### config.mk
export PLATFORM = sky130hd
export DESIGN_NAME = tour_move_sequencer
export DESIGN_NICKNAME = d
export VERILOG_FILES = /design/src/rtl/tour_move_sequencer.sv
export SDC_FILE = /design/constraint.sdc
export NUM_CORES = 1
export LEC_CHECK = 0
export ABC_AREA = 1
export BUFFER_PORTS_ARGS = -buffer_cell sky130_fd_sc_hd__buf_2
export CAP_MARGIN = 15
export CORE_MARGIN = 2
export CORE_UTILIZATION = 55
export DETAILED_ROUTE_END_ITERATION = 8
export GPL_ROUTABILITY_DRIVEN = 0
export PLACE_DENSITY = 0.9
export SETUP_SLACK_MARGIN = 0.4
export SYNTH_ARGS = -nofsm -noshare
export SYNTH_HDL_FRONTEND = slang
export SYNTH_SLANG_ARGS = --single-unit
export TNS_END_PERCENT = 30
### constraint.sdc
create_clock -name clk -period 10.49 [get_ports clk]
set_clock_uncertainty 0.1 [all_clocks]
set_input_delay 2.098 -clock clk [delete_from_list [all_inputs] [get_ports clk]]
set_output_delay 2.098 -clock clk [all_outputs]
set_load 0.05 [all_outputs]
### src/rtl/tour_move_sequencer.sv
// Knight-tour move sequencer: launches the solver, reads back each move and issues it
// downstream over valid/ready. Optional solver watchdog enabled by `define TOUR_TIMEOUT_EN.
module tour_move_sequencer #(
  parameter int unsigned NUM_MOVES   = 24
`ifdef TOUR_TIMEOUT_EN
  , parameter int unsigned TIMEOUT_CYC = 1 << 20
`endif
) (
  input  logic       clk,
  input  logic       rst_n,
  input  logic       start_req,
  input  logic [2:0] x_start,
  input  logic [2:0] y_start,
  input  logic       abort,
  output logic       slv_go,
  output logic [2:0] slv_x,
  output logic [2:0] slv_y,
  input  logic       slv_done,
  output logic [4:0] slv_indx,
  input  logic [7:0] slv_move,
  output logic       mv_vld,
  output logic [7:0] mv_move,
  output logic [4:0] mv_idx,
  input  logic       mv_rdy,
  output logic       busy,
  output logic       tour_done,
  output logic       err,
  output logic [1:0] err_code
);

  localparam int unsigned IDX_W = 5;
  localparam int unsigned MV_W  = 8;
  localparam int unsigned CRD_W = 3;
  localparam int unsigned EC_W  = 2;

  localparam logic [IDX_W-1:0] LAST_IDX = IDX_W'(NUM_MOVES - 1);
  localparam logic [CRD_W-1:0] CRD_MAX  = CRD_W'(4);

  localparam logic [EC_W-1:0] EC_NONE  = 2'b00;
  localparam logic [EC_W-1:0] EC_START = 2'b01;
  localparam logic [EC_W-1:0] EC_TMO   = 2'b10;
  localparam logic [EC_W-1:0] EC_MOVE  = 2'b11;

  typedef enum logic [2:0] {
    S_IDLE, S_LAUNCH, S_SOLVE, S_FETCH, S_CAPT, S_ISSUE, S_DONE, S_ERR
  } state_e;

  state_e             state_q, state_d;
  logic [IDX_W-1:0]   idx_q, idx_d;

  logic               slv_go_q, slv_go_d;
  logic [CRD_W-1:0]   slv_x_q, slv_x_d;
  logic [CRD_W-1:0]   slv_y_q, slv_y_d;
  logic [IDX_W-1:0]   slv_indx_q, slv_indx_d;
  logic               mv_vld_q, mv_vld_d;
  logic [MV_W-1:0]    mv_move_q, mv_move_d;
  logic [IDX_W-1:0]   mv_idx_q, mv_idx_d;
  logic               busy_q, busy_d;
  logic               tour_done_q, tour_done_d;
  logic               err_q, err_d;
  logic [EC_W-1:0]    err_code_q, err_code_d;

  logic start_bad_c;
  logic move_ok_c;
  logic tmo_hit_c;

  assign start_bad_c = (x_start > CRD_MAX) || (y_start > CRD_MAX);
  assign move_ok_c   = $onehot(slv_move);

`ifdef TOUR_TIMEOUT_EN
  localparam int unsigned TMO_W = $clog2(TIMEOUT_CYC) + 1;
  logic [TMO_W-1:0] tmo_q;

  // Counts SOLVE cycles; held at zero in every other state so it restarts on entry
  always_ff @(posedge clk) begin
    if (!rst_n)                tmo_q <= '0;
    else if (state_q != S_SOLVE) tmo_q <= '0;
    else                       tmo_q <= tmo_q + TMO_W'(1);
  end

  assign tmo_hit_c = (tmo_q == TMO_W'(TIMEOUT_CYC - 1));
`else
  assign tmo_hit_c = 1'b0;
`endif

  always_ff @(posedge clk) begin
    if (!rst_n) begin
      state_q <= S_IDLE;
      idx_q   <= '0;
    end else begin
      state_q <= state_d;
      idx_q   <= idx_d;
    end
  end

  // Next state; abort outranks every other event outside IDLE
  always_comb begin
    state_d = state_q;
    idx_d   = idx_q;
    if (state_q != S_IDLE && abort) begin
      state_d = S_IDLE;
    end else begin
      unique case (state_q)
        S_IDLE:   if (start_req && !abort) state_d = start_bad_c ? S_ERR : S_LAUNCH;
        S_LAUNCH: begin
          state_d = S_SOLVE;
          idx_d   = '0;
        end
        S_SOLVE: begin
          if (slv_done)       state_d = S_FETCH;
          else if (tmo_hit_c) state_d = S_ERR;
        end
        S_FETCH:  state_d = S_CAPT;
        S_CAPT:   state_d = move_ok_c ? S_ISSUE : S_ERR;
        S_ISSUE: begin
          if (mv_rdy) begin
            if (idx_q == LAST_IDX) begin
              state_d = S_DONE;
            end else begin
              idx_d   = idx_q + IDX_W'(1);
              state_d = S_FETCH;
            end
          end
        end
        S_DONE:   state_d = S_IDLE;
        S_ERR:    state_d = S_IDLE;
        default:  state_d = S_IDLE;
      endcase
    end
  end

  // Output next values; strobes track the state being entered so they align with it
  always_comb begin
    slv_go_d    = (state_q == S_LAUNCH) && !abort;
    slv_x_d     = slv_x_q;
    slv_y_d     = slv_y_q;
    slv_indx_d  = slv_indx_q;
    mv_move_d   = mv_move_q;
    mv_idx_d    = mv_idx_q;
    err_code_d  = err_code_q;
    mv_vld_d    = (state_d == S_ISSUE);
    busy_d      = (state_d != S_IDLE);
    tour_done_d = (state_d == S_DONE);
    err_d       = (state_d == S_ERR);

    if (state_q == S_IDLE && state_d == S_LAUNCH) begin
      slv_x_d    = x_start;
      slv_y_d    = y_start;
      err_code_d = EC_NONE;
    end

    if (state_d == S_ERR) begin
      unique case (state_q)
        S_IDLE:  err_code_d = EC_START;
        S_SOLVE: err_code_d = EC_TMO;
        default: err_code_d = EC_MOVE;
      endcase
    end

    // Present the index one cycle ahead of CAPT so slv_move has settled by capture
    if (state_d == S_FETCH) slv_indx_d = idx_d;

    if (state_q == S_CAPT && !abort) begin
      mv_move_d = slv_move;
      mv_idx_d  = idx_q;
    end
  end

  always_ff @(posedge clk) begin
    if (!rst_n) begin
      slv_go_q    <= 1'b0;
      slv_x_q     <= '0;
      slv_y_q     <= '0;
      slv_indx_q  <= '0;
      mv_vld_q    <= 1'b0;
      mv_move_q   <= '0;
      mv_idx_q    <= '0;
      busy_q      <= 1'b0;
      tour_done_q <= 1'b0;
      err_q       <= 1'b0;
      err_code_q  <= '0;
    end else begin
      slv_go_q    <= slv_go_d;
      slv_x_q     <= slv_x_d;
      slv_y_q     <= slv_y_d;
      slv_indx_q  <= slv_indx_d;
      mv_vld_q    <= mv_vld_d;
      mv_move_q   <= mv_move_d;
      mv_idx_q    <= mv_idx_d;
      busy_q      <= busy_d;
      tour_done_q <= tour_done_d;
      err_q       <= err_d;
      err_code_q  <= err_code_d;
    end
  end

  assign slv_go    = slv_go_q;
  assign slv_x     = slv_x_q;
  assign slv_y     = slv_y_q;
  assign slv_indx  = slv_indx_q;
  assign mv_vld    = mv_vld_q;
  assign mv_move   = mv_move_q;
  assign mv_idx    = mv_idx_q;
  assign busy      = busy_q;
  assign tour_done = tour_done_q;
  assign err       = err_q;
  assign err_code  = err_code_q;

endmodule

==> results.ini <==
[outcome]
status=finished clean

[clocking]
cts_max_level=2
cts_buffers=5
clockBufferDepth=2
cts_hold_buf=0
cts_tree=built
root_buffer=clkbuf_4
cts_setup_buffers=0
ctsResizeCount=0
cts_sinks=39
clkTransAtPathRegs_ns=0.11
clk_latency_ns=0.35

[final_layout]
layout-drive-gt1-share_pct=22.2
multi_input_area_mm2=0.00101
nNetsFinal=360
insertedDiodeCount=0
final_common_cell=nand2_1
areaGrowthSynthToFinish_pct=18.7
seqCellArea_um2=781
num-fill-cells=313
final_cell_mix=73 x nand2_1, 50 x buf_2, 42 x nor2_1

[timing]
worstMarginPinSlew_ns=0.648
rsz0062_at_grt=false
setup_violations=0
finalCritPeriodShare_pct=49.0
hold_viol=0
fmax_mhz=195
fin_setup_tns_ns=0
max_slew_margin_pct=56.8
setup_slack_ns=5.35
hold_ws_ns=0.368
slew_violations=0
period_needed_ns=5.14

[floorplanning]
dieArea_mm2=0.00409
rows=21
core-area_mm2=0.00339
start_util_pct=58.3
chipWidth_um=64.0
fp.dieH_um=64.0
ioPinCount=51

[route]
dr_wl_met2_um=2000
viasPerCell=5.01
drc_errors=0
dr.max_layer_used=met4
avgRoutedWirePerCell_um=11.2
ant_nets=0
vias=1900
wl_met1_um=1870
initialDrtViolationCount=160
wl_um=4260
wl_met3_um=315
drtPass1Iterations=4

[logic_synthesis]
synth_compound_area_share_pct=7.41
synth_area_mm2=0.00198
yosys.area_share.adder_pct=6.58
synth_xor_area_share_pct=0.443
synthMuxAreaShare_pct=0
ys_seq_area_share_pct=39.5
syn-num-nets=311
synth_top_family_by_area=simple AND/OR/NAND/NOR gates
ys_ff_latch=39
synth_cell_types=31
synth_cells=283
ys_warn_count=0
synthSimpleGateAreaFrac_pct=36.7
synth_area_per_cell_um2=6.99

[pwr]
power.density_mw_per_mm2=154
switchingPower_uw=109
clkPwrFrac_pct=34.2
vdd_drop_max_uv=107
seqPwrFrac_pct=43.7
switching_share_pct=30.1
cell_internal_pwr_uw=252
leakage_nw=1.19
comb_power_share_pct=22.2

[worst_setup_path]
cp_max_fo=6
cp_data_arrival_time_ns=5.30
setup.worst_path.class=in2reg
end_kind=flip-flop
cp_data_required_time_ns=10.64
cp-start-kind=input port

[place]
pre_cts_ws_ns=4.98
buffer_ports.inserted=50
dp_hpwl_um=3200

[global_routing]
grt_max_degree=22
grt_antenna_before_repair=0
track_usage_pct=22.8
grt_first_pass_wirelength_um=7240
globalRouteOverflowTotal=0
grt_pass1_vias=1658

[job]
maxCapViolations=0

[min_path]
hold_class=reg2reg

## synthesized netlist by cell type (all sizes together)
master  count  area (um^2)
nand2      78          315
nor2       47          194
dfxtp      39          781
inv        38          143
nand3      27          148
a21oi      18          101
clkbuf      6         22.5
fa          4         80.1
ha          4         50.1
nand3b      4         30.0
nor3        4         20.0
o21ai       4         23.8
buf         2         16.3
a21boi      1         7.51
a31oi       1         6.26
and2        1         6.26
and3        1         6.26
clkinv      1         3.75
nand4       1         6.26
o21bai      1         7.51
xor2        1         8.76
## logic make-up after synthesis
kind of cell | count (synthesis)
AOI/OAI and AO/OA | 25
xor gates and xnor gates | 1
adders and majority gates | 8
buffers and inverters | 47
DFF | 39
and+or+nand+nor | 163
## worst paths after layout
| check | start | to | slack (ns) | cells past startpoint |
|---|---|---|---|---|
| hold reg to reg | mv_move[2] | mv_move[2] | 0.37 | 2 |
| hold / removal | mv_move[2] | mv_move[2] | 0.37 | 2 |
| setup reg to reg | state_q[2] | err_code[1] | 8.48 | 9 |
| setup / recovery | slv_move[0] | err_code[1] | 5.35 | 19 |
## layer usage
layer  GRT usage [%]  vias up
met2            37.5       57
li1                -      973
met1            28.9      860
met4            7.34        0
met3            5.99       10
met5               0        -
## registers in the layout, indices dropped and copies added, names as in the netlist
| signal | flops |
|---|---|
| slv_go | 1 |
| idx_q | 5 |
| mv_move | 8 |
| mv_idx | 5 |
| slv_x | 3 |
| slv_y | 3 |
| busy | 1 |
| err_code | 2 |
| slv_indx | 5 |
| mv_vld | 1 |
| err | 1 |
| tour_done | 1 |
| state_q | 3 |
## layout make-up
type,instances,area share [%]
sequential,39,33.3
clock inverter,2,2.56
multi-input combinational,197,43.1
clock buffer,6,1.76
tap,46,2.45
inverter,39,6.24
timing repair buffer,50,10.7
## critical path, cell delays in order
cell and delay [ns]:
buf_2 0.09, inv_1 0.05, fa_1 0.54, fa_1 0.44
fa_1 0.49, inv_1 0.04, ha_1 0.18, inv_1 0.08
fa_1 0.41, nand2_1 0.07, nor2_1 0.04, nand2_1 0.06
nand2_1 0.04, nand2_1 0.17, nand2_4 0.10, nor2_2 0.17
nand2_1 0.10, nand3b_1 0.09, nand2_1 0.05
## power groups by stage
stage               logic [mW]  registers [mW]  clock network (mW)
floorplan               0.0449           0.178                   0
global placement        0.0780           0.161                   0
detailed placement      0.0794           0.161                   0
CTS                     0.0801           0.158               0.125
global route            0.0898           0.158               0.132
finish                  0.0800           0.158               0.123
## per-stage QoR
| stage | cells | total power [mW] | cell area, um^2 | util (%) |
|---|---|---|---|---|
| detailed placement | 371 | 0.240 | 2250 | 66.3 |
| floorplan | 283 | 0.223 | 1980 | - |
| CTS | 379 | 0.362 | 2350 | 69.3 |
| global placement | 371 | 0.239 | 2250 | 66.3 |
| global route | 379 | 0.381 | 2350 | 69.3 |
| finish | 379 | 0.361 | 2350 | 69.3 |
Note: power is estimated with default switching activity, not from simulation.
